==> config.mk <==
export PLATFORM = sky130hd
export DESIGN_NAME = serial_out_merge_flat
export DESIGN_NICKNAME = d
export VERILOG_FILES = /design/src/rtl/serial_out_merge_if.sv /design/src/rtl/serial_out_merge.sv /design/src/flat_wrapper.sv
export SDC_FILE = /design/constraint.sdc
export NUM_CORES = 1
export LEC_CHECK = 0
export ABC_AREA = 1
export CAP_MARGIN = 20
export CORE_MARGIN = 2
export CORE_UTILIZATION = 30
export CTS_BUF_LIST = sky130_fd_sc_hd__clkbuf_2
export CTS_CLUSTER_DIAMETER = 60
export DETAILED_ROUTE_END_ITERATION = 8
export SYNTH_ARGS = -nofsm -noshare
export SYNTH_HDL_FRONTEND = slang
export SYNTH_SLANG_ARGS = --single-unit
==> constraint.sdc <==
create_clock -name clk_sys -period 2.75 [get_ports clk_sys]
set_input_delay 0.825 -clock clk_sys [delete_from_list [all_inputs] [get_ports clk_sys]]
set_output_delay 0.825 -clock clk_sys [all_outputs]
set_load 0.01 [all_outputs]
==> src/rtl/serial_out_merge_if.sv <==
// Serial merge bus: per-channel source levels and enables in, merged pin and
// ownership/collision status out.
interface serial_out_merge_if #(
  parameter int CHANNELS = 3,
  parameter int CH_W     = ($clog2(CHANNELS) > 0 ? $clog2(CHANNELS) : 1)
) ();
  logic [CHANNELS-1:0] src_in;
  logic [CHANNELS-1:0] src_en;
  logic                tx_out;
  logic [CH_W-1:0]     active_ch;
  logic                active_valid;
  logic                collision;

  // Source side: drives the serial levels and enables, observes the merge.
  modport master (
    output src_in,
    output src_en,
    input  tx_out,
    input  active_ch,
    input  active_valid,
    input  collision
  );

  // Merge block side.
  modport slave (
    input  src_in,
    input  src_en,
    output tx_out,
    output active_ch,
    output active_valid,
    output collision
  );
endinterface

==> src/rtl/serial_out_merge.sv <==
// serial_out_merge: merges several single-bit serial sources onto one pin.
// The highest-index channel with an enabled edge wins; simultaneous edges
// pulse collision. Optional macro SERIAL_MERGE_LOCK_EN adds an ownership lock:
// the winning channel keeps the pin until it has been idle for LOCK_CYCLES
// cycles (or is disabled), after which the pin returns to mark level.
module serial_out_merge #(
  parameter int CHANNELS    = 3,
  parameter int LOCK_CYCLES = 65536,
  parameter int CH_W        = ($clog2(CHANNELS) > 0 ? $clog2(CHANNELS) : 1)
) (
  input  logic              clk_sys,
  input  logic              reset_n,
  serial_out_merge_if.slave bus
);

  // Elaboration-time parameter range checks.
  if (CHANNELS < 1 || CHANNELS > 16) begin : g_bad_channels
    $error("serial_out_merge: CHANNELS out of range");
  end
  if (LOCK_CYCLES < 2 || LOCK_CYCLES > (1 << 24)) begin : g_bad_lock
    $error("serial_out_merge: LOCK_CYCLES out of range");
  end

  logic [CHANNELS-1:0] r_src_old;
  logic                r_tx_out;
  logic [CH_W-1:0]     r_active_ch;
  logic                r_active_valid;
  logic                r_collision;

  logic [CHANNELS-1:0] w_edge;
  logic [CH_W-1:0]     w_win;
  logic [4:0]          w_edge_cnt;
  logic                w_any;

  logic                w_tx_nxt;
  logic [CH_W-1:0]     w_ch_nxt;
  logic                w_valid_nxt;
  logic                w_col_nxt;

  assign w_edge = (bus.src_in ^ r_src_old) & bus.src_en;
  assign w_any  = |w_edge;

  // Winner is the highest-index edge; also count edges for collision detect.
  always_comb begin
    w_win      = {CH_W{1'b0}};
    w_edge_cnt = 5'd0;
    for (int i = 0; i < CHANNELS; i++) begin
      if (w_edge[i]) begin
        w_win      = CH_W'(i);
        w_edge_cnt = w_edge_cnt + 5'd1;
      end else begin
        w_win      = w_win;
      end
    end
  end

`ifdef SERIAL_MERGE_LOCK_EN
  localparam int CNT_W = $clog2(LOCK_CYCLES);

  typedef enum logic {
    ST_IDLE  = 1'b0,
    ST_OWNED = 1'b1
  } state_t;

  state_t              r_state;
  state_t              w_state_nxt;
  logic [CH_W-1:0]     r_owner;
  logic [CH_W-1:0]     w_owner_nxt;
  logic [CNT_W-1:0]    r_cnt;
  logic [CNT_W-1:0]    w_cnt_nxt;
  logic [CHANNELS-1:0] w_others;

  // Lock FSM: next state, owner, idle counter and output values.
  always_comb begin
    w_state_nxt          = r_state;
    w_owner_nxt          = r_owner;
    w_cnt_nxt            = r_cnt;
    w_tx_nxt             = r_tx_out;
    w_ch_nxt             = r_active_ch;
    w_valid_nxt          = r_active_valid;
    w_col_nxt            = 1'b0;
    w_others             = w_edge;
    w_others[r_owner]    = 1'b0;
    case (r_state)
      ST_IDLE: begin
        w_col_nxt = (w_edge_cnt >= 5'd2);
        if (w_any) begin
          w_state_nxt = ST_OWNED;
          w_owner_nxt = w_win;
          w_tx_nxt    = bus.src_in[w_win];
          w_cnt_nxt   = {CNT_W{1'b0}};
          w_ch_nxt    = w_win;
          w_valid_nxt = 1'b1;
        end else begin
          w_state_nxt = ST_IDLE;
        end
      end
      ST_OWNED: begin
        // Non-owner edges are dropped but reported.
        w_col_nxt = |w_others;
        if (!bus.src_en[r_owner]) begin
          w_state_nxt = ST_IDLE;
          w_tx_nxt    = 1'b1;
          w_valid_nxt = 1'b0;
          w_cnt_nxt   = {CNT_W{1'b0}};
        end else if (w_edge[r_owner]) begin
          w_tx_nxt    = bus.src_in[r_owner];
          w_cnt_nxt   = {CNT_W{1'b0}};
        end else if (r_cnt == CNT_W'(LOCK_CYCLES - 1)) begin
          w_state_nxt = ST_IDLE;
          w_tx_nxt    = 1'b1;
          w_valid_nxt = 1'b0;
          w_cnt_nxt   = {CNT_W{1'b0}};
        end else begin
          w_cnt_nxt   = r_cnt + CNT_W'(1);
        end
      end
      default: begin
        w_state_nxt = ST_IDLE;
        w_tx_nxt    = 1'b1;
        w_valid_nxt = 1'b0;
        w_cnt_nxt   = {CNT_W{1'b0}};
      end
    endcase
  end

  // Lock FSM state, owner and idle counter registers.
  always_ff @(posedge clk_sys or negedge reset_n) begin
    if (!reset_n) begin
      r_state <= ST_IDLE;
      r_owner <= {CH_W{1'b0}};
      r_cnt   <= {CNT_W{1'b0}};
    end else begin
      r_state <= w_state_nxt;
      r_owner <= w_owner_nxt;
      r_cnt   <= w_cnt_nxt;
    end
  end
`else
  // Last-edge-wins: any enabled edge takes the pin, otherwise hold.
  always_comb begin
    w_tx_nxt    = r_tx_out;
    w_ch_nxt    = r_active_ch;
    w_valid_nxt = r_active_valid;
    w_col_nxt   = (w_edge_cnt >= 5'd2);
    if (w_any) begin
      w_tx_nxt    = bus.src_in[w_win];
      w_ch_nxt    = w_win;
      w_valid_nxt = 1'b1;
    end else begin
      w_tx_nxt    = r_tx_out;
    end
  end
`endif

  // Input history and registered outputs; src_old resets to mark so the
  // first low level after reset counts as an edge.
  always_ff @(posedge clk_sys or negedge reset_n) begin
    if (!reset_n) begin
      r_src_old      <= {CHANNELS{1'b1}};
      r_tx_out       <= 1'b1;
      r_active_ch    <= {CH_W{1'b0}};
      r_active_valid <= 1'b0;
      r_collision    <= 1'b0;
    end else begin
      r_src_old      <= bus.src_in;
      r_tx_out       <= w_tx_nxt;
      r_active_ch    <= w_ch_nxt;
      r_active_valid <= w_valid_nxt;
      r_collision    <= w_col_nxt;
    end
  end

  assign bus.tx_out       = r_tx_out;
  assign bus.active_ch    = r_active_ch;
  assign bus.active_valid = r_active_valid;
  assign bus.collision    = r_collision;

endmodule

==> src/flat_wrapper.sv <==
// flat-port wrapper written by rule: the top's interface ports become plain ports
module serial_out_merge_flat 
#(
  parameter int CHANNELS    = 3,
  parameter int LOCK_CYCLES = 65536,
  parameter int CH_W        = ($clog2(CHANNELS) > 0 ? $clog2(CHANNELS) : 1)
)
  (clk_sys, reset_n, bus_src_in, bus_src_en, bus_tx_out, bus_active_ch, bus_active_valid, bus_collision);
  serial_out_merge_if #(.CHANNELS(CHANNELS), .CH_W(CH_W)) bus_i ();
  input  logic clk_sys;
  input  logic reset_n;
  input wire logic [$bits(bus_i.src_in)-1:0] bus_src_in;
  input wire logic [$bits(bus_i.src_en)-1:0] bus_src_en;
  output wire logic [$bits(bus_i.tx_out)-1:0] bus_tx_out;
  output wire logic [$bits(bus_i.active_ch)-1:0] bus_active_ch;
  output wire logic [$bits(bus_i.active_valid)-1:0] bus_active_valid;
  output wire logic [$bits(bus_i.collision)-1:0] bus_collision;
  assign bus_i.src_in = bus_src_in;
  assign bus_i.src_en = bus_src_en;
  assign bus_tx_out = bus_i.tx_out;
  assign bus_active_ch = bus_i.active_ch;
  assign bus_active_valid = bus_i.active_valid;
  assign bus_collision = bus_i.collision;
  serial_out_merge #(.CHANNELS(CHANNELS), .LOCK_CYCLES(LOCK_CYCLES), .CH_W(CH_W)) u_core (.clk_sys(clk_sys), .reset_n(reset_n), .bus(bus_i));
endmodule
== Yosys cells after proc, flatten, opt, wreduce, memory -nomap -nowiden ==
Index checks and enable logic that the tools add are counted.
Operators by class
  reductions and logical operators: 1
  add/sub/neg operators: 2
  multiplexer cells: 7
  $lt $le $gt $ge: 2
  bitwise operators: 2
Operator list (count)
  two-way mux 5 bit: 2
  adder 5 x 1 -> 5 bit, second input constant: 1
  >= comparator 5 x 2 -> 1 bit, second input constant: 1
  AND 3 bit: 1
  < comparator 2 x 3 -> 1 bit, second input constant: 1
  two-way mux 1 bit: 3
  OR reduction 3 bit: 1
  bitwise XOR 3 bit: 1
  adder 1 x 1 -> 2 bit, second input constant: 1
  binary-select mux 1 bit (select 2 bit): 1
  two-way mux 2 bit: 1
Storage, ports and cells
  output and inout port bits: 5
  word-level logic and storage cells: 19
  input bits: 8
  register bits: 8

== Longest topological paths before layout ==
Gate-level depths: netlist (run 1).
  word-level depth: 8
  mapped depth: 9
  depth with buffers taken out: 9

== Least setup slack after synthesis (run 1) ==
Ideal clock, no wire load.
  path kind: input -> register
  start: in bus_src_in[1]
  end: reg u_core.r_collision, in the netlist u_core.bus.collision
  path buffers: 0
  setup time: 0.125 ns
  setup slack: 1.131 ns
  data required time: 2.625 ns
  data arrival time: 1.494 ns
  stages on the path: 7
  path through: inv_1 -> nand2_1 -> nand3_2 -> inv_1 -> ha_1 -> o21ai_0 -> o21ai_1
On the way
  cells in the longest elaborated chain, start to end: 6
Ends and longest elaborated chain
  start, declared: RTL line flat_wrapper.sv:12  | input wire logic [$bits(bus_i.src_in)-1:0] bus_src_in;
  bitwise XOR 3 bit (*): RTL line serial_out_merge.sv:40  | assign w_edge = (bus.src_in ^ r_src_old) & bus.src_en;
  AND 3 bit (*): RTL line serial_out_merge.sv:40
  two-way mux 5 bit (*): RTL line serial_out_merge.sv:48  | if (w_edge[i]) begin
  adder 5 x 1 -> 5 bit: RTL line serial_out_merge.sv:50  | w_edge_cnt = w_edge_cnt + 5'd1;
  two-way mux 5 bit (*): RTL line serial_out_merge.sv:48
  >= comparator 5 x 2 -> 1 bit (*): RTL line serial_out_merge.sv:145  | w_col_nxt = (w_edge_cnt >= 5'd2);
  via u_core.w_col_nxt: RTL line serial_out_merge.sv:38  | logic w_col_nxt;
  end signal, assigned: RTL line serial_out_merge.sv:170  | r_collision <= w_col_nxt;
  end, declared: RTL line serial_out_merge.sv:28  | logic r_collision;
Mark *: on every way through the listed nets, which the timed path passes. The rest lies on a longest branch.
A chain may end at the register's enable or synchronous reset.

== Final worst setup path (run 1) ==
  start: reg u_core.r_tx_out, in the netlist u_core.bus.tx_out
  end: out bus_tx_out
RTL lines
  start, declared: RTL line serial_out_merge.sv:25  | logic r_tx_out;
  start signal, assigned: RTL line serial_out_merge.sv:167  | r_tx_out <= w_tx_nxt;
  end, declared: RTL line flat_wrapper.sv:14  | output wire logic [$bits(bus_i.tx_out)-1:0] bus_tx_out;
No word-level cell between the ends.

==> impl_metrics.ini, run 1 <==
[run_status]
status = completed

[logic_synthesis]
syn_nets = 54
synth_cell_types = 15
seq_area_frac_synth_pct = 51.4
synth_top_family_by_area = simple AND/OR/NAND/NOR gates
synth-xor-area-share_pct = 0
synth-simple-area-share_pct = 25.4
synth_fa_ha_area_share_pct = 6.27
yosysWarningCount = 0
synth_compound_area_share_pct = 9.40
synth_seq_cells = 8
synthCells = 44
synth_area_per_cell_um2 = 9.07
synthMuxAreaShare_pct = 0
netlist_area_um2 = 399

[route]
viasPerCell = 4.29
vias = 322
drt_iter0_drc = 2
wl_per_cell_um = 9.69
drtAntennaViolNets = 0
dr.pass1.iters = 2
drt-total-wl_um = 727
drc = 0

[finish]
drive_above_1_share_pct = 20.0
diodes = 0
stdcell_area_um2 = 558
area_growth_pct = 39.8
final_util_pct = 44.0
nets = 71
mostFrequentLayoutCells = 12 x nand2_1, 12 x clkdlybuf4s50_1, 8 x inv_1

[setup_path]
cp_slowest_stage_delay_ps = 530
r2r-end = u_core.bus.tx_out
reg2reg_slack_ps = 1280
required_ps = 1930
crit_type = reg -> out
critPathArrivalTime_ps = 1300
crit_fanout = 2
path_buf_inv = 1
critPathTopFamily = flip-flops
start_kind = flip-flop
crit_chain = clkdlybuf4s50_1
ff2ff_path_depth = 9
slowest_stage = dfstp_2
reg2reg_from = u_core.r_src_old[0]
end_kind = output pin

[hold_path]
worstHoldStart = u_core.bus.active_valid
hold_path_depth = 2
min_to = u_core.bus.active_valid
hp-class = reg -> reg

[floorplan]
die_h_um = 40.5
start_util_pct = 31.5
die_w_um = 40.5
core_um2 = 1270
rows = 13
io_pins = 13
dieArea_um2 = 1640

[power]
pwr-share-clk_pct = 29.3
power_density_nw_per_um2 = 504
leakagePower_nw = 0.278
p_seq_share_pct = 48.4
swShare_pct = 27.8
combPwrFrac_pct = 22.3
netSwitchingPower_mw = 0.0782
vdd_drop_max_mv = 0.155
intPower_mw = 0.203

[global_route]
grt_pass1_wl_um = 1220
grt_max_degree = 9
grtUsageTotal_pct = 12.8
grt_pass1_vias = 297
antenna_found_initial = 0
overflow = 0

[timing]
rsz0062_at_grt = false
setup-tns-final_ps = 0
hold_violations = 0
timing.final.crit_share_pct = 77.1
finalSetupViolations = 0
worstMarginPinSlew_ps = 361
min_period_ps = 2120
fin_skew_ps = 8.25
slew_headroom_pct = 75.8
drv_slew = 0
timing.fmax_mhz = 472

[cts]
cts_hold_buf = 0
post-cts-setup-buffer-count = 0
cts-root-buf = clkbuf_2
clk_pin_slew_ps = 80
ctsResizeCount = 0
cts_tree = yes
clock_path_buffers = 2
numCtsBuffers = 3
cts_max_level = 1
insertion_delay_ps = 250
cts_sinks = 8

[placed_design]
port_buffers = 12
place.gp.congestion = 0.660
hpwl_um = 548
dpl_cell_area_um2 = 538

[flow_run]
drv_cap = 0
## worst min-delay path: stages, from the launching register on
cell and delay (ps):
dfrtp_1 340, inv_1 40, nand2_1 50
## final cells by class
| type | instances | area (um2) |
|---|---|---|
| inverter | 8 | 30.0 |
| multi-input combinational | 28 | 164 |
| sequential | 8 | 205 |
| tap | 15 | 18.8 |
| fill | 130 | 711 |
| clock buffer | 4 | 20.0 |
| timing repair buffer | 12 | 120 |
## sequential cells by signal, summed over array words and instances, names as in the netlist
signal and flops:
u_core.bus.active_ch 2, u_core.bus.active_valid 1, u_core.bus.collision 1, u_core.bus.tx_out 1, u_core.r_src_old 3
## synth_stat cells
cell | n | share of area (%)
a21boi_2 | 1 | 2.8
a21oi_1 | 1 | 1.3
nand3_2 | 1 | 2.5
a31oi_1 | 1 | 1.6
nor2_1 | 2 | 1.9
o21ai_0 | 2 | 2.5
ha_1 | 2 | 6.3
nand2_1 | 12 | 11
dfstp_2 | 4 | 26
inv_1 | 8 | 7.5
nand3_1 | 3 | 3.8
nand2_2 | 1 | 1.6
o21ai_1 | 1 | 1.3
nand3_4 | 1 | 4.4
dfrtp_1 | 4 | 25
## cell families after synthesis
logic type / Yosys count
AO/OA/AOI/OAI: 6
adder cells (fa/ha/maj): 2
AND/OR/NAND/NOR: 20
buffers and inverters: 8
flip-flops: 8
## metrics by stage
step                setup WS (ps)  cells  power [mW]  hold slack [ps]
floorplan                    1130     44       0.167              472
global placement              467     71       0.201              447
detailed placement            413     71       0.202              448
CTS                           608     75       0.289              469
global route                  531     75       0.305              500
finish                        630     75       0.281              462
## worst max path at each step
stage	start	end	slack, ps	cells after the start
after floorplan	bus_src_in[1]	u_core.bus.collision	1130	7
after global placement	bus_src_in[0]	u_core.bus.tx_out	470	10
after detailed placement	bus_src_in[0]	u_core.bus.tx_out	410	10
after CTS	u_core.bus.tx_out	bus_tx_out	610	1
after global routing	bus_src_in[0]	u_core.bus.tx_out	530	10
final	u_core.bus.tx_out	bus_tx_out	630	1
## power groups by stage
stage	clock network [mW]	registers [mW]	logic, mW
finish	0.0825	0.136	0.0628
global route	0.0966	0.137	0.0712
CTS	0.0888	0.136	0.0642
detailed placement	0	0.138	0.0637
global placement	0	0.138	0.0629
floorplan	0	0.142	0.0245
## layer usage
metal  track usage, %  vias to the layer above  share of wire, %
li1                 -                      172                 -
met1             16.4                      136                50
met2             14.3                       12                39
met3             6.67                        2               7.4
met4             12.5                        0               3.4
met5                0                        -                 0
No activity file was read; power rests on OpenSTA's default activity.
==> run 2: changes to the inputs <==
- clock period: 2.75 -> 2 ns (I/O delays scaled with it)
==> impl_metrics.ini, run 2 (synthesized netlist as in run 1, its figures left out) <==
[run_status]
status = completed

[floorplan]
start_util_pct = 31.5
core_um2 = 1270
io_pins = 13
rows = 13
dieArea_um2 = 1640
die_w_um = 40.5
die_h_um = 40.5

[setup_path]
crit_fanout = 2
crit_chain = clkdlybuf4s50_1
slowest_stage = dfstp_2
end_kind = output pin
start_kind = flip-flop
crit_type = reg -> out
critPathArrivalTime_ps = 1280
required_ps = 1400
critPathTopFamily = flip-flops
path_buf_inv = 1
cp_slowest_stage_delay_ps = 530

[timing]
timing.fmax_mhz = 531
fin_ws_ps = 115
min_period_ps = 1880
hold_violations = 0
rsz0062_at_grt = false
slew_headroom_pct = 76.5
fin_skew_ps = 19.7
finalSetupViolations = 0
drv_slew = 0
worstMarginPinSlew_ps = 351
fin_hold_ws_ps = 462
timing.final.crit_share_pct = 94.2

[global_route]
overflow = 0
grtUsageTotal_pct = 10.7
grt_pass1_vias = 286
grt_max_degree = 9
grt_pass1_wl_um = 1120
antenna_found_initial = 0

[cts]
cts_max_level = 1
cts-root-buf = clkbuf_2
insertion_delay_ps = 240
cts_hold_buf = 0
clk_pin_slew_ps = 70
ctsResizeCount = 0
clock_path_buffers = 2
cts_tree = yes
post-cts-setup-buffer-count = 0
numCtsBuffers = 3
cts_sinks = 8

[flow_run]
drv_cap = 0

[finish]
nets = 75
fillers = 134
diodes = 0
final_util_pct = 46.4
largest_reg_flops = 3
drive_above_1_share_pct = 25.0
mostFrequentLayoutCells = 12 x nand2_1, 12 x clkdlybuf4s50_1, 8 x inv_1
area_growth_pct = 47.3
regMostFlops = u_core.r_src_old

[route]
dr.pass1.iters = 1
drtAntennaViolNets = 0
drc = 0
vias = 331
viasPerCell = 4.19
drt-total-wl_um = 659
wl_per_cell_um = 8.34
drt_iter0_drc = 0

[placed_design]
port_buffers = 12
place.gp.congestion = 0.701
hpwl_um = 525
pre_cts_ws_ps = 12.9

[hold_path]
hp-class = reg -> reg

[power]
power_density_nw_per_um2 = 663
leakagePower_nw = 0.297
vdd_drop_max_mv = 0.329
## run 2: cell types whose count changed in the layout (fill, tap and decap cells not counted)
cell   before  now
buf_4       0    4
## run 2: worst paths after layout
check / startpoint / end / slack [ps] / cells after the start
hold reg to reg: u_core.bus.active_valid / u_core.bus.active_valid / 460 / 2
max in group asynchronous: reset_n / u_core.r_src_old[1] / 1060 / 1
hold / removal: u_core.bus.active_valid / u_core.bus.active_valid / 460 / 2
min in group asynchronous: reset_n / u_core.bus.collision / 620 / 1
setup reg to reg: u_core.r_src_old[0] / u_core.bus.tx_out / 580 / 9
setup / recovery: u_core.bus.tx_out / bus_tx_out / 120 / 1
## run 2: cell type report
class / count / area, um2 / share of cell area, %
Multi-Input combinational cell: 28 / 164 / 27.9
Timing Repair Buffer: 16 / 150 / 25.5
Tap cell: 15 / 18.8 / 3.19
Clock buffer: 4 / 20.0 / 3.40
Inverter: 8 / 30.0 / 5.11
Sequential cell: 8 / 205 / 34.9
## run 2: through the flow
stage | setup TNS [ps] | power (mW) | cell area, um2 | std cells
6_report | 0 | 0.390 | 588 | 79
5_1_grt | 0 | 0.420 | 588 | 79
4_1_cts | 0 | 0.397 | 588 | 79
3_5_place_dp | 0 | 0.284 | 568 | 75
3_3_place_gp | -1.16 | 0.283 | 568 | 75
2_1_floorplan | 0 | 0.229 | 399 | 44
## run 2: per-layer routing
metal  track usage [%]  wire length (um)  up-vias
li1                  -                 -      178
met1              14.0               352      139
met2              14.7               241       12
met3              3.33                54        2
met4              7.50                11        0
met5                 0                 0        -
## run 2: power by group
group          internal, mW  switching, mW
clock network        0.0531         0.0566
logic                0.0517         0.0412
registers             0.181        0.00650
